$ cat src/rtl/vga_arb_pkg.sv
// Shared types for the VGA framebuffer arbiter.
//   arb_state_t : arbiter FSM states
//   arb_owner_t : grant encoding driven on the `owner` port (0 none, 1 video, 2 CPU)
//   state_owner : maps an FSM state to the grant it represents
package vga_arb_pkg;

    typedef enum logic [1:0] {
        ARB_IDLE  = 2'd0,
        ARB_VIDEO = 2'd1,
        ARB_CPU   = 2'd2,
        ARB_DRAIN = 2'd3
    } arb_state_t;

    typedef enum logic [1:0] {
        OWNER_NONE  = 2'd0,
        OWNER_VIDEO = 2'd1,
        OWNER_CPU   = 2'd2
    } arb_owner_t;

    // DRAIN holds no grant: nobody may issue strobes while the memory side empties.
    function automatic arb_owner_t state_owner(input arb_state_t s);
        case (s)
            ARB_VIDEO: state_owner = OWNER_VIDEO;
            ARB_CPU:   state_owner = OWNER_CPU;
            default:   state_owner = OWNER_NONE;
        endcase
    endfunction

endpackage

$ cat src/rtl/wb_txn_counter.sv
// Outstanding-transaction counter for pipelined Wishbone bridges.
//   clk, rst_n  : clock, asynchronous active-low reset
//   inc         : a strobe was accepted this cycle
//   dec         : an ack was returned this cycle
//   count       : registered number of accepted-but-unacked strobes
//   count_next  : value count takes at the next edge
//   full        : count == MAX (caller must stop issuing)
//   empty       : count == 0
//   underflow   : ack seen with nothing outstanding
module wb_txn_counter #(
    parameter  int MAX = 8,
    localparam int CW  = $clog2(MAX) + 1
) (
    input  logic          clk,
    input  logic          rst_n,
    input  logic          inc,
    input  logic          dec,
    output logic [CW-1:0] count,
    output logic [CW-1:0] count_next,
    output logic          full,
    output logic          empty,
    output logic          underflow
);

    assign full      = (count == CW'(MAX));
    assign empty     = (count == '0);
    assign underflow = dec && empty;

    // A simultaneous accept and ack cancel; a stray ack at zero is absorbed.
    always_comb begin
        count_next = count;
        if (inc && !dec) begin
            count_next = count + CW'(1);
        end else if (dec && !inc && !empty) begin
            count_next = count - CW'(1);
        end
    end

    always_ff @(posedge clk or negedge rst_n) begin
        if (!rst_n) begin
            count <= '0;
        end else begin
            count <= count_next;
        end
    end

endmodule

$ cat src/rtl/vga_fb_arbiter.sv
// Two-to-one pipelined Wishbone arbiter: VGA framebuffer fetch (vbus) and
// CPU (cbus) share one memory-side master port (mbus).
//   clk_i, rst_i        : clock, asynchronous active-low reset
//   vbus_* / cbus_*     : slave ports (cyc, stb, adr, we, sel, dat_m in;
//                         dat_s, ack, stall out)
//   mbus_*              : master port toward the memory controller
//   owner               : current grant (0 none, 1 video, 2 CPU)
//   err                 : sticky, set by an mbus ack with nothing outstanding
// Video wins ties; once the CPU has waited VIDEO_HOLD_LIMIT cycles the video
// grant is withdrawn. Ownership only changes with the memory side empty so
// every ack returns to the master that issued the strobe.
module vga_fb_arbiter
    import vga_arb_pkg::*;
#(
    parameter  int DATA_W           = 32,
    parameter  int ADDR_W           = 32,
    parameter  int MAX_OUTSTANDING  = 8,
    parameter  int VIDEO_HOLD_LIMIT = 256,
    localparam int SEL_W            = DATA_W / 8
) (
    input  logic              clk_i,
    input  logic              rst_i,
    input  logic              vbus_cyc,
    input  logic              vbus_stb,
    input  logic [ADDR_W-1:0] vbus_adr,
    input  logic              vbus_we,
    input  logic [SEL_W-1:0]  vbus_sel,
    input  logic [DATA_W-1:0] vbus_dat_m,
    output logic [DATA_W-1:0] vbus_dat_s,
    output logic              vbus_ack,
    output logic              vbus_stall,
    input  logic              cbus_cyc,
    input  logic              cbus_stb,
    input  logic [ADDR_W-1:0] cbus_adr,
    input  logic              cbus_we,
    input  logic [SEL_W-1:0]  cbus_sel,
    input  logic [DATA_W-1:0] cbus_dat_m,
    output logic [DATA_W-1:0] cbus_dat_s,
    output logic              cbus_ack,
    output logic              cbus_stall,
    output logic              mbus_cyc,
    output logic              mbus_stb,
    output logic [ADDR_W-1:0] mbus_adr,
    output logic              mbus_we,
    output logic [SEL_W-1:0]  mbus_sel,
    output logic [DATA_W-1:0] mbus_dat_m,
    input  logic [DATA_W-1:0] mbus_dat_s,
    input  logic              mbus_ack,
    input  logic              mbus_stall,
    output logic [1:0]        owner,
    output logic              err
);

    localparam int HOLD_W = $clog2(VIDEO_HOLD_LIMIT + 1);
    localparam int CNT_W  = $clog2(MAX_OUTSTANDING) + 1;

    arb_state_t        state, state_next;
    arb_owner_t        prev_owner, prev_owner_next;
    logic [HOLD_W-1:0] hold, hold_next;
    logic              err_flag;

    logic [CNT_W-1:0]  count, count_next;
    logic              full, empty, underflow;
    logic              accept;

    logic              grant_video, grant_cpu, hold_hit, video_go;
    logic              route_video, route_cpu;

    wb_txn_counter #(
        .MAX (MAX_OUTSTANDING)
    ) u_txn_counter (
        .clk        (clk_i),
        .rst_n      (rst_i),
        .inc        (accept),
        .dec        (mbus_ack),
        .count      (count),
        .count_next (count_next),
        .full       (full),
        .empty      (empty),
        .underflow  (underflow)
    );

    assign grant_video = (state == ARB_VIDEO);
    assign grant_cpu   = (state == ARB_CPU);
    // Once the hold limit is hit, video is stalled in the same cycle the
    // handover to DRAIN is decided, so no further video strobe slips through.
    assign hold_hit    = grant_video && cbus_cyc && (hold == HOLD_W'(VIDEO_HOLD_LIMIT));
    assign video_go    = grant_video && !hold_hit;

    // Request path toward memory
    assign mbus_stb   = ((video_go && vbus_stb) || (grant_cpu && cbus_stb)) && !full;
    assign mbus_adr   = grant_cpu ? cbus_adr   : vbus_adr;
    assign mbus_we    = grant_cpu ? cbus_we    : vbus_we;
    assign mbus_sel   = grant_cpu ? cbus_sel   : vbus_sel;
    assign mbus_dat_m = grant_cpu ? cbus_dat_m : vbus_dat_m;
    // cyc stays up while anything is in flight, even after the owner drops it.
    assign mbus_cyc   = (grant_video && vbus_cyc) || (grant_cpu && cbus_cyc) || (count != '0);
    assign accept     = mbus_stb && !mbus_stall;

    assign vbus_stall = !video_go  || mbus_stall || full;
    assign cbus_stall = !grant_cpu || mbus_stall || full;

    // Return path: in DRAIN, acks belong to whoever issued the in-flight strobes.
    // Stray acks (nothing outstanding) are not forwarded to either master.
    assign route_video = grant_video || ((state == ARB_DRAIN) && (prev_owner == OWNER_VIDEO));
    assign route_cpu   = grant_cpu   || ((state == ARB_DRAIN) && (prev_owner == OWNER_CPU));
    assign vbus_ack    = mbus_ack && route_video && !empty;
    assign cbus_ack    = mbus_ack && route_cpu   && !empty;
    assign vbus_dat_s  = mbus_dat_s;
    assign cbus_dat_s  = mbus_dat_s;

    assign owner = state_owner(state);
    assign err   = err_flag;

    always_comb begin
        state_next      = state;
        prev_owner_next = prev_owner;
        hold_next       = hold;
        case (state)
            ARB_IDLE: begin
                if (vbus_cyc) begin
                    state_next = ARB_VIDEO;
                end else if (cbus_cyc) begin
                    state_next = ARB_CPU;
                end
            end
            ARB_VIDEO: begin
                // Post-update count lets a final ack coinciding with cyc drop skip DRAIN.
                if (!vbus_cyc) begin
                    if (count_next == '0) begin
                        state_next = cbus_cyc ? ARB_CPU : ARB_IDLE;
                    end else begin
                        state_next      = ARB_DRAIN;
                        prev_owner_next = OWNER_VIDEO;
                    end
                end else if (hold_hit) begin
                    state_next      = ARB_DRAIN;
                    prev_owner_next = OWNER_VIDEO;
                end else if (cbus_cyc) begin
                    hold_next = hold + HOLD_W'(1);
                end
            end
            ARB_CPU: begin
                if (!cbus_cyc) begin
                    if (count_next == '0) begin
                        state_next = vbus_cyc ? ARB_VIDEO : ARB_IDLE;
                    end else begin
                        state_next      = ARB_DRAIN;
                        prev_owner_next = OWNER_CPU;
                    end
                end
            end
            ARB_DRAIN: begin
                // The other master gets first claim so a forced handover can't bounce back.
                if (empty) begin
                    if (prev_owner == OWNER_VIDEO) begin
                        state_next = cbus_cyc ? ARB_CPU : (vbus_cyc ? ARB_VIDEO : ARB_IDLE);
                    end else begin
                        state_next = vbus_cyc ? ARB_VIDEO : (cbus_cyc ? ARB_CPU : ARB_IDLE);
                    end
                end
            end
            default: state_next = ARB_IDLE;
        endcase
        if (state_next != ARB_VIDEO) begin
            hold_next = '0;
        end
    end

    always_ff @(posedge clk_i or negedge rst_i) begin
        if (!rst_i) begin
            state      <= ARB_IDLE;
            prev_owner <= OWNER_NONE;
            hold       <= '0;
            err_flag   <= 1'b0;
        end else begin
            state      <= state_next;
            prev_owner <= prev_owner_next;
            hold       <= hold_next;
            err_flag   <= err_flag || underflow;
        end
    end

endmodule

$ cat config.mk
export PLATFORM = sky130hd
export DESIGN_NAME = vga_fb_arbiter
export DESIGN_NICKNAME = d
export VERILOG_FILES = /design/src/rtl/vga_arb_pkg.sv /design/src/rtl/wb_txn_counter.sv /design/src/rtl/vga_fb_arbiter.sv
export SDC_FILE = /design/constraint.sdc
export NUM_CORES = 1
export LEC_CHECK = 0
export ABC_AREA = 1
export CORE_AREA = 5 5 121 123
export DETAILED_ROUTE_END_ITERATION = 8
export DIE_AREA = 0 0 126 128
export GPL_TIMING_DRIVEN = 0
export PLACE_DENSITY = 0.68
export SLEW_MARGIN = 20
export SYNTH_ARGS = -nofsm -noshare
export SYNTH_HDL_FRONTEND = slang
export SYNTH_SLANG_ARGS = --single-unit
export TNS_END_PERCENT = 10
$ cat constraint.sdc
create_clock -name clk_i -period 2.95 [get_ports clk_i]
set_input_delay 0.59 -clock clk_i [delete_from_list [all_inputs] [get_ports clk_i]]
set_output_delay 0.59 -clock clk_i [all_outputs]
set_load 0.1 [all_outputs]
; ---- Word level (Yosys, flattened, before mapping)
; Index checks and enable logic that the tools add are counted.
; Widths: inputs -> output; s select.
[word_totals]
latch_bits = 0
ram_bits = 0
mem_count = 0
out_inout_bits = 142
register_bits = 18
rom_bits = 0
[classes]
n_mul = 0
div_mod_pow = 0
n_eq_ne = 13
shifts = 0
magnitude_cmp = 0
n_bitwise = 0
addsub = 3
mux = 32
n_reduce_logical = 47
[op_table]
columns = cell, count
row1 = $mux 32, 2
row2 = $mux 9, 5
row3 = $mux 2, 17
row4 = $logic_and 1x1->1, 19
row5 = $mux 4, 3
row6 = $logic_or 1x1->1, 10
row7 = $add 9x1->9 const B, 1
row8 = $eq 9x9->1 const B, 1
row9 = $logic_not 1->1, 8
row10 = $logic_not 4->1, 2
row11 = $pmux 2 s2, 2
row12 = $pmux 2 s4, 1
row13 = $reduce_bool 2->1, 4
row14 = $eq 2x2->1 const B, 3
row15 = $reduce_and 5->1, 1
row16 = $add 4x1->4 const B, 1
row17 = $eq 2x1->1 const B, 2
row18 = $eq 4x4->1 const B, 1
row19 = $ne 2x1->1 const B, 2
row20 = $ne 2x2->1 const B, 2
row21 = $reduce_and 4->1, 1
row22 = $reduce_bool 4->1, 1
row23 = $sub 4x1->4 const B, 1
row24 = $ne 3x2->1 const B, 1
row25 = other kinds (3), 4

; ---- Depth between registers and ports, before layout
; Gate-level depths: netlist of the first run.
[depth]
depth_word = 21
mapped_depth = 19
depth_no_buf = 19

; ---- Modules after synthesis
; A second synthesis of the first run with hierarchy kept.
[unflattened]
cells_unflattened = 476
area_unflattened_um2 = 2662.6
[by_module_without_submodules]
columns = mod, cells_each, n_inst, seq_area_each_um2, area_per_inst_um2
row1 = vga_fb_arbiter, 431, 1, 350.3, 2352.3
row2 = wb_txn_counter, 45, 1, 100.1, 310.3

; ---- Least setup slack after synthesis of the first run
; OpenSTA, ideal clock, no wires.
[synth_path]
kind = reg-to-output
startpoint = register u_txn_counter.count[0]
endpoint = output vbus_ack
path_stages_with_launch = 8
path_buffers = 0
setup_slack_ns = -0.928
arrival_ns = 3.288
path_cell_list = dfrtp_1 inv_1 ha_1 nand2_2 nor2_1 nor2_2 inv_1 a211oi_1
[synth_between]
elab_chain_cells = 3
[synth_lines]
columns = element, line_no
row1 = "start, declared", wb_txn_counter.sv:18  ; output logic [CW-1:0] count,
row2 = "start signal, assigned", wb_txn_counter.sv:43  ; count <= count_next;
row3 = $logic_not 4->1, wb_txn_counter.sv:26  ; assign empty = (count == '0);
row4 = $logic_not 1->1, vga_fb_arbiter.sv:107  ; assign vbus_ack = mbus_ack && route_video && !empty;
row5 = $logic_and 1x1->1, vga_fb_arbiter.sv:107
row6 = "end, declared", vga_fb_arbiter.sv:30  ; output logic vbus_ack,
; No other way between the ends.

; ---- Worst setup path in the final report of the first run
[layout_path]
startpoint = register state[1]
endpoint = output mbus_sel[3]
[layout_between]
elab_chain_cells = 2
[layout_lines]
columns = element, line_no
row1 = "start, declared", vga_fb_arbiter.sv:57  ; arb_state_t state, state_next;
row2 = "start signal, assigned", vga_fb_arbiter.sv:177  ; state <= state_next;
row3 = $eq 2x2->1, vga_fb_arbiter.sv:84  ; assign grant_cpu = (state == ARB_CPU);
row4 = $mux 4, vga_fb_arbiter.sv:94  ; assign mbus_sel = grant_cpu ? cbus_sel : vbus_sel;
row5 = "end, declared", vga_fb_arbiter.sv:45  ; output logic [SEL_W-1:0] mbus_sel,
; No other way between the ends.

==> results of run 1 <==
[worst min path at each step]
stage / depth (start not counted) / startpoint / slack, ns / end
after floorplan: 0 / rst_i / 0.29 / err$_DFF_PN0_
after global placement: 1 / err$_DFF_PN0_ / 0.47 / err$_DFF_PN0_
after detailed placement: 1 / err$_DFF_PN0_ / 0.47 / err$_DFF_PN0_
after CTS: 1 / err$_DFF_PN0_ / 0.48 / err$_DFF_PN0_
after global routing: 1 / err$_DFF_PN0_ / 0.52 / err$_DFF_PN0_
final: 1 / err$_DFF_PN0_ / 0.48 / err$_DFF_PN0_
[metal layers]
layer	track usage (%)	up-vias	wire length, um
li1	-	1916	-
met1	17.81	1503	5443
met2	27.67	206	6792
met3	5.917	10	1471
met4	2.145	2	132
met5	0	-	13
[where the power goes]
part	leakage (nW)	switching [mW]	internal (mW)
Combinational	2.54	5.32	1.27
Sequential	0.230	0.0577	0.315
Clock	0.0370	0.0833	0.178
Total	2.81	5.46	1.76
[worst max-delay path, cell delays in order (launching register included)]
cell	delay (ns)
dfrtp_1	0.42
inv_2	0.09
nor2_1	0.08
inv_2	0.21
clkbuf_1	0.44
nand2_1	0.10
nand2_1	0.07
clkdlybuf4s15_2	0.56
[logic make-up after synthesis]
kind of cell | synth area share, %
flip-flops | 16.61
AND/OR/NAND/NOR | 50.02
buffers and inverters | 24.00
adder cells (fa/ha/maj) | 1.846
XOR/XNOR | 3.876
AO/OA/AOI/OAI | 3.646
[sequential cells by signal, summed over array words and instances, names as in the netlist]
name and cells:
hold 9, u_txn_counter.count 4, prev_owner 2, state 2, err 1
[timing repair]
action	4_1_cts	5_1_grt
gates cloned	0	0
gates resized for setup	344	81
pin swaps	0	0
endpoints found under the setup margin	76	72
[cell usage after synthesis, types with 3 or more instances]
| library cell | instances |
|---|---|
| ha_1 | 4 |
| nand4_1 | 5 |
| nor2_4 | 3 |
| clkbuf_1 | 15 |
| buf_4 | 65 |
| o21ai_0 | 4 |
| nor2_1 | 12 |
| nor3_2 | 9 |
| nand2_2 | 10 |
| nand2_1 | 236 |
| nand3_1 | 11 |
| nand2_4 | 5 |
| inv_1 | 22 |
| a21oi_1 | 7 |
| dfrtp_1 | 18 |
| inv_2 | 5 |
| nand3_4 | 3 |
| xor2_1 | 12 |
[cell type report]
class | instances | area, sq um
Buffer | 80 | 555.5
Clock buffer | 3 | 75.07
Fill cell | 1464 | 7903
Inverter | 28 | 106.4
Multi-Input combinational cell | 332 | 1615
Sequential cell | 18 | 450.4
Tap cell | 180 | 225.2
Timing Repair Buffer | 287 | 2628
==> results.ini, run 1 <==
[status]
status = finished clean

[placed_design]
dp.cells = 925
io_buffer_count = 287
hpwlAfterDp_um = 12220
routabilityCongestion = 0.8614
place_area_sq_um = 5814
dp_slack_ns = -0.9796

[synthesis]
syn_area_sq_um = 2711
ys_ff_latch = 18
synthCells = 458
syn_avg_cell_area_sq_um = 5.920
yosysTopAreaCell = nand2_1
synth_cell_types = 28
synthFlopType = dfrtp_1
synthArstFlopShare_pct = 100.0
synthTopCellsByArea = nand2_1 (33%), buf_4 (18%), dfrtp_1 (17%)
ys_warn_count = 0
syn-num-nets = 640
synth_top_area_share_pct = 32.67
yosysSeqAreaShare_pct = 16.61
synth-edff-count = 0

[drt]
ant_nets = 0
drt_wl_total_um = 13850
vias = 3637
drtIter0Drc = 113
via_per_inst = 3.919
drt_first_pass_iters = 4
drc = 0
route.detailed.wl_per_inst_um = 14.93

[min_path]
hold_path_class = reg -> reg

[critical_path]
crit_fanout = 10
ff2ff_path_depth = 17
regToRegEndpoint = hold[2]$_DFFE_PN0P_
critPathLaunch = state[1]$_DFF_PN0_
cp-endpoint = mbus_sel[3]
worstPathArrival_ns = 2.22
r2r_start = u_txn_counter.count[0]$_DFF_PN0_
end_kind = primary output
r2r_setup_slack_ns = 0.57
path_class = reg -> out
cp.required_ns = 2.36
startpoint_type = flip-flop

[clocking]
insertion_delay_ns = 0.24
cts_tree = built
cts.sinks = 18
htreeDepth = 1
clk_pin_slew_ns = 0.05
ctsHoldBuffers = 0
postCtsSetupBuffers = 0
numCtsBuffers = 3
clock_path_buffers = 2
cts.root.buffer_cell = clkbuf_16

[grt]
grt_overflow = 0
grt_pass1_wl_um = 19690
grt_pass1_vias = 3594
grtUsageTotal_pct = 15.40
antenna_found_initial = 1
grt_max_degree = 19

[floorplanning]
start_util_pct = 20.00
die_w_um = 126
placeableCoreArea_sq_um = 13560
die_h_um = 128
die_area_sq_um = 16130
top_level_ports = 320
placementRows = 43

[power]
power.total_mw = 7.225
vdd_drop_max_mv = 0.6432
leakage_nw = 2.805
pwr_density_cell_nw_per_um2 = 1278

[timing]
fin_crit_sh_pct = 95.20
layout_setup_ws_ns = 0.1415
fin_hold_ws_ns = 0.4820
tns_ns = 0
min_period_ns = 2.808
finalSetupViolations = 0
fmax_ghz = 0.3561
rsz0062_at_grt = true
maxSlewHeadroom_pct = 29.09
fin_skew_ns = 0.001082
report.final.slew_viol_count = 0
hold_viol_final = 0
tightest_slew_ns = 1.060

[layout]
layout.nets = 932
mostFrequentLayoutCells = nand2_1 (236), clkdlybuf4s50_1 (211), buf_4 (79)
final_util_pct = 41.71
areaGrowthSynthToFinish_pct = 108.6
instances_no_fill = 928
diodes = 0
layout_commonest_cell = nand2_1
fin_area_sq_um = 5655
layout-drive-gt1-share_pct = 26.07

[run]
cap_violations = 0

Note: power is estimated with default switching activity, not from simulation.
==> inputs of run 2 (changes only) <==
--- a/config.mk
+++ b/config.mk
@@ -6,11 +6,11 @@
 export NUM_CORES = 1
 export LEC_CHECK = 0
 export ABC_AREA = 1
-export CORE_AREA = 5 5 121 123
+export CORE_AREA = 2 2 124 126
 export DETAILED_ROUTE_END_ITERATION = 8
 export DIE_AREA = 0 0 126 128
 export GPL_TIMING_DRIVEN = 0
-export PLACE_DENSITY = 0.68
+export PLACE_DENSITY = 0.65
 export SLEW_MARGIN = 20
 export SYNTH_ARGS = -nofsm -noshare
 export SYNTH_HDL_FRONTEND = slang
==> constraint.sdc (replaced) <==
create_clock -name clk_i -period 2.4 [get_ports clk_i]
set_input_delay 0.48 -clock clk_i [delete_from_list [all_inputs] [get_ports clk_i]]
set_output_delay 0.48 -clock clk_i [all_outputs]
set_load 0.1 [all_outputs]
==> run 2 against run 1 <==
The flow now finishes with violations (setup timing). Register-to-register slack worse by 0.60 ns. Clock power grew 39%. Combinational power rose by 33%. Non-clock buffer count is 13 higher. Critical path depth is 12 higher. Critical path type is now reg -> reg. Critical endpoint is now hold[8]$_DFFE_PN0P_. Largest power group unchanged.
==> results.ini, run 2 (synthesis results as in run 1) <==
[critical_path]
end_kind = flip-flop  ; was primary output
crit_fanout = 5  ; was 10
cp.required_ns = 2.57  ; was 2.36 ns
critPathMaxStageDelay_ns = 0.40  ; was 0.56 ns
startpoint_type = flip-flop  ; unchanged
r2r_setup_slack_ns = -0.03  ; was 0.57 ns
path_class = reg -> reg  ; was reg -> out
ff2ff_path_depth = 19  ; was 17
critPathSlowestCell = dfrtp_1  ; was clkdlybuf4s15_2
crit_chain = inv_2 > ha_4 > nand2_4 > nor2_4 > nand3_4 > nand3_4 > nand2_4 > nand2_4 > nand2_4 > nand2_2 > nand2_2 > nand2_2 > nand2_2 > nor2_4 > nand2_2 > a21oi_4 > buf_6 > nand3_4 > nor3_2  ; was inv_2 > nor2_1 > inv_2 > clkbuf_1 > nand2_1 > nand2_1 > clkdlybuf4s15_2
cp.buffers_inverters = 2  ; was 4
regToRegEndpoint = hold[8]$_DFFE_PN0P_  ; was hold[2]$_DFFE_PN0P_
r2r_start = hold[1]$_DFFE_PN0P_  ; was u_txn_counter.count[0]$_DFF_PN0_
worstPathArrival_ns = 2.60  ; was 2.22 ns
critPathLaunch = hold[1]$_DFFE_PN0P_  ; was state[1]$_DFF_PN0_
critical_path.top_delay_family = simple AND/OR/NAND/NOR gates  ; was buffers and inverters
path_common_cell = nand2_2

[clocking]
insertion_delay_ns = 0.25  ; was 0.24 ns
clock_path_buffers = 2  ; unchanged
clk_pin_slew_ns = 0.05  ; about the same
cts.root.buffer_cell = clkbuf_16  ; unchanged
numCtsBuffers = 3  ; unchanged
htreeDepth = 1  ; unchanged
cts_tree = built  ; unchanged
cts.sinks = 18  ; unchanged

[timing]
fin_skew_ns = 0.003179  ; was 0.001082 ns
layout_setup_ws_ns = -0.03091  ; was 0.1415 ns
rsz0062_at_grt = true  ; unchanged
min_period_ns = 2.431
hold_viol_final = 0  ; unchanged
tns_ns = -0.03091  ; was 0 ns
report.final.slew_viol_count = 0  ; unchanged
finalSetupViolations = 1  ; was 0
fmax_ghz = 0.4114
tightest_slew_ns = 1.150  ; was 1.060 ns
maxSlewHeadroom_pct = 23.12  ; was 29.09%
fin_crit_sh_pct = 101.3

[drt]
ant_nets = 0  ; unchanged
vias = 3835  ; was 3,637
drt_wl_total_um = 15380  ; was 13,850 um
route.detailed.wl_per_inst_um = 16.14  ; was 14.93 um
drc = 0  ; unchanged
drtIter0Drc = 158  ; was 113
via_per_inst = 4.024  ; was 3.919
drt_first_pass_iters = 4  ; unchanged

[floorplanning]
top_level_ports = 320  ; unchanged
die_h_um = 128  ; unchanged
placementRows = 45  ; was 43
die_w_um = 126  ; unchanged
placeableCoreArea_sq_um = 14860  ; was 13,560 sq um
die_area_sq_um = 16130  ; unchanged
start_util_pct = 18.24  ; was 20.00%

[grt]
grt_max_degree = 19  ; unchanged
grt_pass1_wl_um = 21150  ; was 19,690 um
grt_pass1_vias = 3586  ; was 3,594
antenna_found_initial = 2  ; was 1
grt_overflow = 0  ; unchanged
grtUsageTotal_pct = 17.04  ; was 15.40%

[power]
clockPowerShare_pct = 3.8  ; was 3.6%
p_switching_mw = 6.952  ; was 5.464 mW
p_int_mw = 2.643  ; was 1.761 mW
vdd_drop_max_mv = 0.6275  ; was 0.6432 mV
leakage_nw = 2.977  ; was 2.805 nW
comb_power_share_pct = 91.3  ; was 91.2%
pwr_density_cell_nw_per_um2 = 1574  ; was 1278 nW/um^2
switching_share_pct = 72.46  ; was 75.62%
seq_power_share_pct = 4.9  ; was 5.2%

[run]
cap_violations = 0  ; unchanged

[min_path]
hp-start = prev_owner[1]$_DFFE_PN0P_  ; was err$_DFF_PN0_
hold_path_end = prev_owner[1]$_DFFE_PN0P_  ; was err$_DFF_PN0_
hold_path_class = reg -> reg  ; unchanged
min_path_cells = 1  ; unchanged

[layout]
seq_area_sq_um = 451.7  ; was 450.4 sq um
largest_reg_flops = 9  ; unchanged
layout.nets = 946  ; was 932
layout-drive-gt1-share_pct = 31.32  ; was 26.07%
reg_top3 = hold x9, u_txn_counter.count x4  ; unchanged
areaGrowthSynthToFinish_pct = 124.8  ; was 108.6%
mostFrequentLayoutCells = nand2_1 (230), clkdlybuf4s50_1 (209), buf_4 (134)  ; was nand2_1 (236), clkdlybuf4s50_1 (211), buf_4 (79)
regMostFlops = hold  ; unchanged
layout_commonest_cell = nand2_1  ; unchanged
fin_area_sq_um = 6095  ; was 5655 sq um
multi_input_area_sq_um = 1770  ; was 1615 sq um
fillCellCount = 1552  ; was 1,464

[placed_design]
io_buffer_count = 287  ; unchanged
place_area_sq_um = 5866  ; was 5814 sq um
hpwlAfterDp_um = 12930  ; was 12,220 um
routabilityCongestion = 0.8534  ; was 0.8614

[status]
status = finished, violations left  ; was finished clean
violations = setup timing

run 2: cell types whose count changed in the layout (fill, tap and decap cells not counted), moves of 5 or more:
| cell | delta |
|---|---|
| buf_4 | +55 |
| nand2_1 | -6 |
| clkbuf_1 | -6 |
| clkbuf_4 | -25 |
| nor2_1 | -5 |
| buf_6 | +17 |
| buf_2 | -25 |
run 2: area by class of cell:
cell class,count,area share (%)
repair buffers,300,46.73
multi-input cells,333,29.05
plain buffers,80,9.546
flip-flops and latches,18,7.411
well taps,188,3.860
inverters,28,1.868
clock buffers,4,1.458
diodes,2,0.08212
run 2: what timing repair did:
action,in CTS,in global routing
hold endpoints to repair,0,0
pin swaps,2,19
endpoints found under the setup margin,88,88
cloned,0,1
buffers inserted,1,12
gates resized for setup,500,31
hold buffers,0,0
run 2: power groups by stage:
| stage | clock [mW] | sequential, mW | combinational (mW) |
|---|---|---|---|
| after global routing | 0.393 | 0.478 | 9.16 |
| after floorplan | 0 | 0.514 | 6.44 |
| after CTS | 0.373 | 0.464 | 8.53 |
| after global placement | 0 | 0.464 | 8.51 |
| final | 0.362 | 0.470 | 8.76 |
| after detailed placement | 0 | 0.468 | 8.51 |
run 2: worst max-delay path by stage:
stage	endpoint	slack, ns	cells past startpoint
after floorplan	mbus_dat_m[24]	-0.10	6
after global placement	mbus_dat_m[19]	-1.40	7
after detailed placement	mbus_dat_m[4]	-1.39	7
after CTS	hold[8]$_DFFE_PN0P_	-0.004	15
after global routing	hold[8]$_DFFE_PN0P_	-0.21	19
final	hold[8]$_DFFE_PN0P_	-0.03	19
run 2: metal layers:
layer | up-vias | GRT usage [%] | share of wire [%]
li1 | 1950 | - | -
met1 | 1673 | 20.83 | 39
met2 | 204 | 27.51 | 45
met3 | 6 | 9.725 | 15
met4 | 2 | 0.9050 | 0.26
met5 | - | 0 | 0.072
run 2: through the flow:
stage | total power [mW] | setup slack [ns] | hold WS (ns) | utilization (%) | instances
after floorplan | 6.955 | -0.1021 | 0.1844 | - | 458
final | 9.594 | -0.03091 | 0.5267 | 41.00 | 953
after global placement | 8.969 | -1.396 | 0.4614 | 39.46 | 933
after detailed placement | 8.982 | -1.387 | 0.5044 | 39.46 | 933
after global routing | 10.03 | -0.2102 | 0.5526 | 40.97 | 951
after CTS | 9.369 | -0.004274 | 0.5256 | 39.57 | 938
run 2: worst register-to-register path: stages (launching register included):
cell and delay [ns]:
dfrtp_1 0.40, inv_2 0.09, ha_4 0.14, nand2_4 0.05
nor2_4 0.11, nand3_4 0.11, nand3_4 0.09, nand2_4 0.06
nand2_4 0.09, nand2_4 0.07, nand2_2 0.07, nand2_2 0.06
nand2_2 0.06, nand2_2 0.08, nor2_4 0.14, nand2_2 0.09
a21oi_4 0.19, buf_6 0.13, nand3_4 0.11, nor3_2 0.20
==> inputs of run 3 (changes only) <==
==> constraint.sdc (replaced) <==
create_clock -name clk_i -period 2.4 [get_ports clk_i]
set_input_delay 0.36 -clock clk_i [delete_from_list [all_inputs] [get_ports clk_i]]
set_output_delay 0.36 -clock clk_i [all_outputs]
set_load 0.1 [all_outputs]
==> run 3 against run 2 <==
The run now ends clean. Final cell count fell by 0.84%. Cell area shrank 3.2%. Combinational power down 2.7%. Worst setup slack better by 0.075 ns. Power is 2.4% lower. Die area is the same. Fmax increased by 3.2%. Global-route usage shrank 2.0 points. Clock power increased by 4%. Largest cell class unchanged.
==> results.ini, run 3 (synthesis results as in run 1) <==
[layout]
mostFrequentLayoutCells = nand2_1 (235), clkdlybuf4s50_1 (209), buf_4 (132)  ; was nand2_1 (230), clkdlybuf4s50_1 (209), buf_4 (134)
largest_reg_flops = 9  ; unchanged
regMostFlops = hold  ; unchanged
fillCellCount = 1575  ; was 1,552
areaGrowthSynthToFinish_pct = 117.6  ; was 124.8%
layout_commonest_cell = nand2_1  ; unchanged
fin_area_sq_um = 5899  ; was 6095 sq um
layout-drive-gt1-share_pct = 28.70  ; was 31.32%
reg_top3 = hold x9, u_txn_counter.count x4  ; unchanged
layout.nets = 939  ; was 946

[timing]
fmax_ghz = 0.4245  ; was 0.4114 GHz
fin_skew_ns = 0.004371  ; was 0.003179 ns
tightest_slew_ns = 1.029  ; was 1.150 ns
fin_crit_sh_pct = 98.15  ; was 101.3%
report.final.slew_viol_count = 0  ; unchanged
rsz0062_at_grt = true  ; unchanged
layout_setup_ws_ns = 0.04446  ; was -0.03091 ns
hold_viol_final = 0  ; unchanged
min_period_ns = 2.356  ; was 2.431 ns
finalSetupViolations = 0  ; was 1
maxSlewHeadroom_pct = 31.16  ; was 23.12%

[drt]
route.detailed.wl_per_inst_um = 14.41  ; was 16.14 um
drc = 0  ; unchanged
via_per_inst = 3.974  ; was 4.024
drtIter0Drc = 172  ; was 158
ant_nets = 0  ; unchanged
drt_wl_total_um = 13620  ; was 15,380 um
vias = 3755  ; was 3,835
drt_first_pass_iters = 4  ; unchanged

[grt]
busiest_layer = met2  ; unchanged
grt_pass1_wl_um = 19020  ; was 21,150 um
grt_max_degree = 19  ; unchanged
use_met1_pct = 19.81  ; was 20.83%
antenna_found_initial = 1  ; was 2
met2_usage_pct = 25.55  ; was 27.51%
gr-usage-met3_pct = 4.215  ; was 9.725%
grtUsageTotal_pct = 15.02  ; was 17.04%
grt_pass1_vias = 3420  ; was 3,586
grt_overflow = 0  ; unchanged

[floorplanning]
die_h_um = 128  ; unchanged
placementRows = 45  ; unchanged
placeableCoreArea_sq_um = 14860  ; unchanged
die_w_um = 126  ; unchanged
start_util_pct = 18.24  ; unchanged
top_level_ports = 320  ; unchanged
die_area_sq_um = 16130  ; unchanged

[status]
status = finished clean  ; was finished, violations left

[placed_design]
dp_slack_ns = -1.473  ; was -1.387 ns
hpwlAfterDp_um = 11320  ; was 12,930 um
place_area_sq_um = 5832  ; was 5866 sq um
routabilityCongestion = 0.8651  ; was 0.8534
io_buffer_count = 287  ; unchanged

[critical_path]
worstPathArrival_ns = 2.53  ; was 2.60 ns
cp.required_ns = 2.57  ; about the same
path_class = reg -> reg  ; unchanged
cp-endpoint = hold[0]$_DFFE_PN0P_  ; was hold[8]$_DFFE_PN0P_
r2r_start = hold[0]$_DFFE_PN0P_  ; was hold[1]$_DFFE_PN0P_
end_kind = flip-flop  ; unchanged
critPathLaunch = hold[0]$_DFFE_PN0P_  ; was hold[1]$_DFFE_PN0P_
regToRegEndpoint = hold[0]$_DFFE_PN0P_  ; was hold[8]$_DFFE_PN0P_
ff2ff_path_depth = 18  ; was 19
crit_fanout = 5  ; unchanged
r2r_setup_slack_ns = 0.04  ; was -0.03 ns
startpoint_type = flip-flop  ; unchanged

[clocking]
cts.sinks = 18  ; unchanged
clk_pin_slew_ns = 0.06  ; was 0.05 ns
cts.root.buffer_cell = clkbuf_16  ; unchanged
ctsHoldBuffers = 0  ; unchanged
htreeDepth = 1  ; unchanged
insertion_delay_ns = 0.25  ; about the same
clock_path_buffers = 2  ; unchanged
numCtsBuffers = 3  ; unchanged
cts_tree = built  ; unchanged

[power]
vdd_drop_max_mv = 0.6141  ; was 0.6275 mV
leakage_nw = 2.912  ; was 2.977 nW
pwr_density_cell_nw_per_um2 = 1587  ; was 1574 nW/um^2

[min_path]
min_path_cells = 1  ; unchanged
hold_path_class = reg -> reg  ; unchanged

[run]
cap_violations = 0  ; unchanged

[run 3: worst min-delay path by stage]
stage	from	to	slack, ns
6_report	err$_DFF_PN0_	err$_DFF_PN0_	0.51
5_1_grt	err$_DFF_PN0_	err$_DFF_PN0_	0.54
4_1_cts	err$_DFF_PN0_	err$_DFF_PN0_	0.51
3_5_place_dp	err$_DFF_PN0_	err$_DFF_PN0_	0.49
3_3_place_gp	err$_DFF_PN0_	err$_DFF_PN0_	0.49
2_1_floorplan	rst_i	err$_DFF_PN0_	0.06
[run 3: timing repair]
action,CTS,global route
setup buffers,0,6
resized for setup,459,41
cloned,0,1
pin swaps,1,4
setup endpoints to repair,86,71
[run 3: where the power goes]
group	internal, mW	switching [mW]	total (mW)
clock	0.254	0.123	0.376
combinational	1.84	6.68	8.52
sequential	0.386	0.0837	0.470
total	2.48	6.89	9.36
[run 3: area by class of cell]
| class | instances | area [sq um] | share of cell area (%) |
|---|---|---|---|
| diodes | 1 | 2.502 | 0.04242 |
| inverters | 28 | 107.6 | 1.824 |
| well taps | 188 | 235.2 | 3.987 |
| plain buffers | 80 | 573.1 | 9.714 |
| flip-flops and latches | 18 | 450.4 | 7.635 |
| multi-input cells | 333 | 1684 | 28.55 |
| clock buffers | 4 | 88.84 | 1.506 |
| repair buffers | 293 | 2758 | 46.74 |
[run 3: worst max-delay path, stage by stage (launching register included)]
cell	delay [ns]
dfrtp_1	0.40
inv_2	0.07
ha_1	0.14
nand2_1	0.06
nor2_2	0.12
nand3_4	0.13
nand3_4	0.10
nand2_4	0.07
nand2_4	0.08
nand2_4	0.07
nand2_2	0.07
nand2_2	0.05
nand2_2	0.06
nand2_4	0.06
nor2_4	0.13
nand2_2	0.09
a21oi_4	0.22
nand3_4	0.18
nor3_2	0.15
[run 3: per-stage QoR]
| step | TNS [ns] | hold WS, ns | power, mW | util, % | instances |
|---|---|---|---|---|---|
| detailed placement | -95.20 | 0.4925 | 8.969 | 39.23 | 933 |
| floorplan | -1.865 | 0.06441 | 6.908 | - | 458 |
| global route | -1.045 | 0.5439 | 9.775 | 39.67 | 944 |
| global placement | -92.80 | 0.4940 | 8.958 | 39.23 | 933 |
| CTS | -0.01557 | 0.5086 | 9.191 | 38.71 | 937 |
| finish | 0 | 0.5078 | 9.365 | 39.69 | 945 |
[run 3: metal layers]
metal / wire length [um] / vias to the layer above
li1: - / 1929
met1: 5479 / 1618
met2: 6639 / 204
met3: 1457 / 4
met4: 38 / 0
met5: 0 / -
==> edit 1 (config.mk and constraints of run 2) <==
Re-encode `arb_state_t` (4 states) as Gray code, 2 bits wide.
--- a/src/rtl/vga_arb_pkg.sv
+++ b/src/rtl/vga_arb_pkg.sv
@@ -5,10 +5,10 @@
 package vga_arb_pkg;
 
     typedef enum logic [1:0] {
-        ARB_IDLE  = 2'd0,
-        ARB_VIDEO = 2'd1,
-        ARB_CPU   = 2'd2,
-        ARB_DRAIN = 2'd3
+        ARB_IDLE  = 2'b00,
+        ARB_VIDEO = 2'b01,
+        ARB_CPU   = 2'b11,
+        ARB_DRAIN = 2'b10
     } arb_state_t;
 
     typedef enum logic [1:0] {
Function: no difference found for any inputs over 4 cycles, from zero or initial values and one cycle with rst_i low; so few cycles prove little.
==> edit 1 against run 2 <==
- area after synthesis grew 0.18%
- routed wire length fell by 0.88%
- design area is 0.18% lower
- global-route usage barely moved
- power is 5.1% lower
- worst setup slack better by 110 ps
- sequential cell count unchanged
- worst hold slack got worse by 48 ps
- count of clock-buffer cells in the layout unchanged
==> edit 1: results (changes against run 2) <==
| Metric | Value |
|---|---|
| Met2 GRT Util | 26.1% (was 27.5%) |
| Synth Area in Compound Gates | 3.59% (was 3.65%) |
| Global-route usage over all layers | 17.1% (was 17.0%) |
| Status | complete, no violations (was finished with violations) |
| Synth Area in Adders | 1.84% (was 1.85%) |
| Non-clk bufs | 381 (was 380) |
| Met2 wire length | 6.83 mm (was 6.99 mm) |
| Synth cell count leaders | 251 x nand2_1, 66 x buf_4, 27 x inv_1 (was 236 x nand2_1, 65 x buf_4, 22 x inv_1) |
| Inst Count DP | 956 (was 933) |
| Vias in the first global route | 3630 (was 3586) |
| First-pass GRT wire length | 21.4 mm (was 21.1 mm) |
| Synthesized instance count | 481 (was 458) |
| WL met3 | 1.75 mm (was 2.36 mm) |
| Post-DP HPWL | 12.9 mm (about the same) |
| Synth area leaders | nand2_1 35%, buf_4 18%, dfrtp_1 17%, inv_1 3.7%, xor2_1 3.2% (was nand2_1 33%, buf_4 18%, dfrtp_1 17%, xor2_1 3.9%, nor3_2 3.3%) |
| Leakage power | 3.05 nW (was 2.98 nW) |
| Drt wl/cell | 15.7 µm (was 16.1 µm) |
| Placed Area | 0.00588 mm² (was 0.00587 mm²) |
| Multi-input combinational area share | 27.5% (was 29.0%) |
| Vias | 3891 (was 3835) |
| Internal power | 2.61 mW (was 2.64 mW) |
| Routability cong. | 0.799 (was 0.853) |
| Signal buf overhead | 57.5% (was 56.3%) |
| Post-synth cell types | 29 (was 28) |
| Synth Net Count | 663 (was 640) |
-- edit 1: path summary, 6_finish.rpt --
check                                            to  depth (start not counted)  slack (ps)                 from
worst max-delay path            hold[0]$_DFFE_PN0P_                         20          80  hold[0]$_DFFE_PN0P_
worst min-delay path                  err$_DFF_PN0_                          1         480        err$_DFF_PN0_
worst max register to register  hold[0]$_DFFE_PN0P_                         20          80  hold[0]$_DFFE_PN0P_
worst min register to register        err$_DFF_PN0_                          1         480        err$_DFF_PN0_
min in group asynchronous       hold[2]$_DFFE_PN0P_                          1         710                rst_i
max in group asynchronous        state[1]$_DFF_PN0_                          1        1130                rst_i
-- edit 1: power groups by stage --
stage / combinational (mW) / clock (mW) / sequential [mW]
floorplan: 6.10 / 0 / 0.478
global placement: 8.06 / 0 / 0.449
detailed placement: 8.08 / 0 / 0.454
CTS: 7.98 / 0.387 / 0.449
global route: 8.64 / 0.399 / 0.455
finish: 8.29 / 0.374 / 0.446
-- edit 1: cells by family after synthesis --
group | count (synthesis)
AOI/OAI and AO/OA | 15
buffers and inverters | 117
adders and majority gates | 4
and+or+nand+nor | 316
xor gates and xnor gates | 11
DFF | 18
-- edit 1: worst max-delay path, stage by stage, from the launching register on --
cell,delay (ps)
dfrtp_1,390
inv_2,90
ha_4,130
nand2_2,50
nor2_2,110
nand3_2,150
nand3_4,150
nand2_4,70
nand2_4,100
nand2_4,70
nand2_2,50
nand2_1,40
nand2_1,60
nand2_2,80
nor2_4,130
nand2_2,60
nand2_1,60
nand2_1,60
nand2_2,110
nand2_1,140
a21oi_1,150
-- edit 1: timing repair --
item / 4_1_cts / 5_1_grt
pin swaps: 0 / 10
cloned: 0 / 1
setup buffers: 0 / 10
gates resized for setup: 478 / 72
endpoints found under the setup margin: 89 / 87
==> edit 2 (flow settings as in run 2) <==
Made on the original files. `ADDR_W`: 32 -> 48.
--- a/src/rtl/vga_fb_arbiter.sv
+++ b/src/rtl/vga_fb_arbiter.sv
@@ -13,7 +13,7 @@
     import vga_arb_pkg::*;
 #(
     parameter  int DATA_W           = 32,
-    parameter  int ADDR_W           = 32,
+    parameter  int ADDR_W           = 48,
     parameter  int MAX_OUTSTANDING  = 8,
     parameter  int VIDEO_HOLD_LIMIT = 256,
     localparam int SEL_W            = DATA_W / 8
Interface: changed (resized cbus_adr, mbus_adr and vbus_adr); port bits go from 320 to 368. No check against the original RTL was run, so the function may have changed too.
==> edit 2 against run 2 <==
- routed wire length is 24% higher
- power is 18% higher
- area after synthesis is 4.0% higher
- design area is 12% higher
- sequential power is 2% lower
- sequential cell count stayed put
- non-clock buffer count is 50 higher
- worst setup slack better by 42 ps
- critical path type unchanged
- largest cell class unchanged
- largest power group unchanged
==> edit 2: results (changes against run 2) <==
| Metric | Value |
|---|---|
| Met1 global-route usage | 27.4% (was 20.8%) |
| Status | complete, no violations (was finished with violations) |
| Met2 wire length | 9.25 mm (was 6.99 mm) |
| Clock power frac | 3.2% (was 3.8%) |
| Worst r2r path cells | 17 (was 19) |
| Routability cong. | 0.911 (was 0.853) |
| Vias in the first global route | 4048 (was 3586) |
| PortBufs | 335 (was 287) |
| Non-clk bufs | 430 (was 380) |
| Placed Area | 0.00644 mm² (was 0.00587 mm²) |
| Rel. slew slack | 18.8% (was 23.1%) |
| Count of multi-input gates | 382 (was 333) |
| Post-synth cell types | 31 (was 28) |
| WL met1 | 7.84 mm (was 5.98 mm) |
| Peak supply drop | 1.04 mV (was 0.628 mV) |
| First-pass GRT wire length | 25.6 mm (was 21.1 mm) |
| Arr. time, crit path | 2560 ps (was 2600 ps) |
| Skew final | 2.72 ps (was 3.18 ps) |
| Met2 GRT Util | 36.4% (was 27.5%) |
| Synth Area in Adders | 1.78% (was 1.85%) |
| Post CTS Setup Buffer Count | 5 (was 1) |
| Final worst setup slack | 11.5 ps (was -30.9 ps) |
| Post-DP HPWL | 16.1 mm (was 12.9 mm) |
| GR Util met3 | 5.18% (was 9.72%) |
| Fraction of area in registers | 6.62% (was 7.41%) |
| FILL cells | 1554 (was 1552) |
| P&R area growth vs syn | 142% (was 125%) |
| Hold Startpoint | err$_DFF_PN0_ (was prev_owner[1]$_DFFE_PN0P_) |
| Initial antenna violation count | 4 (was 2) |
| Drt wl/cell | 18.2 µm (was 16.1 µm) |
| RR Startpoint | hold[3]$_DFFE_PN0P_ (was hold[1]$_DFFE_PN0P_) |
| Synth area leaders | nand2_1 39%, buf_4 17%, dfrtp_1 16%, xor2_1 3.4%, nor3_2 3.2% (was nand2_1 33%, buf_4 18%, dfrtp_1 17%, xor2_1 3.9%, nor3_2 3.3%) |
| Pre-CTS setup slack | -1740 ps (was -1390 ps) |
| Clk tree area frac | 1.30% (was 1.46%) |
| Synth cell count leaders | 291 x nand2_1, 65 x buf_4, 19 x inv_1 (was 236 x nand2_1, 65 x buf_4, 22 x inv_1) |
| Leakage power | 3.36 nW (was 2.98 nW) |
| Switch Pwr | 8.19 mW (was 6.95 mW) |
| Tot Pwr | 11.3 mW (was 9.59 mW) |
| Layout sequential cell count | 18 (unchanged) |
| Share of post-route cells with drive strength above 1 | 28.9% (was 31.3%) |
| Global-route usage over all layers | 21.4% (was 17.0%) |
| Inst Count DP | 1032 (was 933) |
| Highest routed layer | met5 (unchanged) |
| Multi-input combinational cell area | 0.00191 mm² (was 0.00177 mm²) |
| CLK BUF | 4 (unchanged) |
| Synth Area in Compound Gates | 3.51% (was 3.65%) |
| # resized after CTS | 580 (was 500) |
| Initial drt markers | 193 (was 158) |
| Xor/xnor cell area share of the yosys netlist | 3.73% (was 3.88%) |
| Signal buf overhead | 59.0% (was 56.3%) |
edit 2: cell count changes in the layout (fill, tap and decap cells not counted), sizes merged, moves of 2 or more:
cell / change
nand3: +2
clkbuf: +8
nor4: +2
nand2: +48
buf: +10
nand4: -3
clkdlybuf4s50: +32
edit 2: worst max-delay path, cell delays in order, from the launching register on:
cell and delay, ps:
dfrtp_1 430, inv_1 100, nand2_1 70, nor2_1 190, nand3_4 140, nand3_4 120
nand2_4 70, nand2_4 90, nand2_4 70, nand2_2 60, nand2_1 40, nand2_1 70
nand2_2 80, nor2_4 140, nand2_2 80, a21oi_4 210, nand3_4 150, nor3_2 170
edit 2: how the worst min path moves through the flow:
stage	end	slack (ps)	cells past startpoint
final	err$_DFF_PN0_	480	1
after global routing	err$_DFF_PN0_	520	1
after CTS	err$_DFF_PN0_	490	1
after detailed placement	err$_DFF_PN0_	470	1
after global placement	err$_DFF_PN0_	460	1
after floorplan	err$_DFF_PN0_	180	0
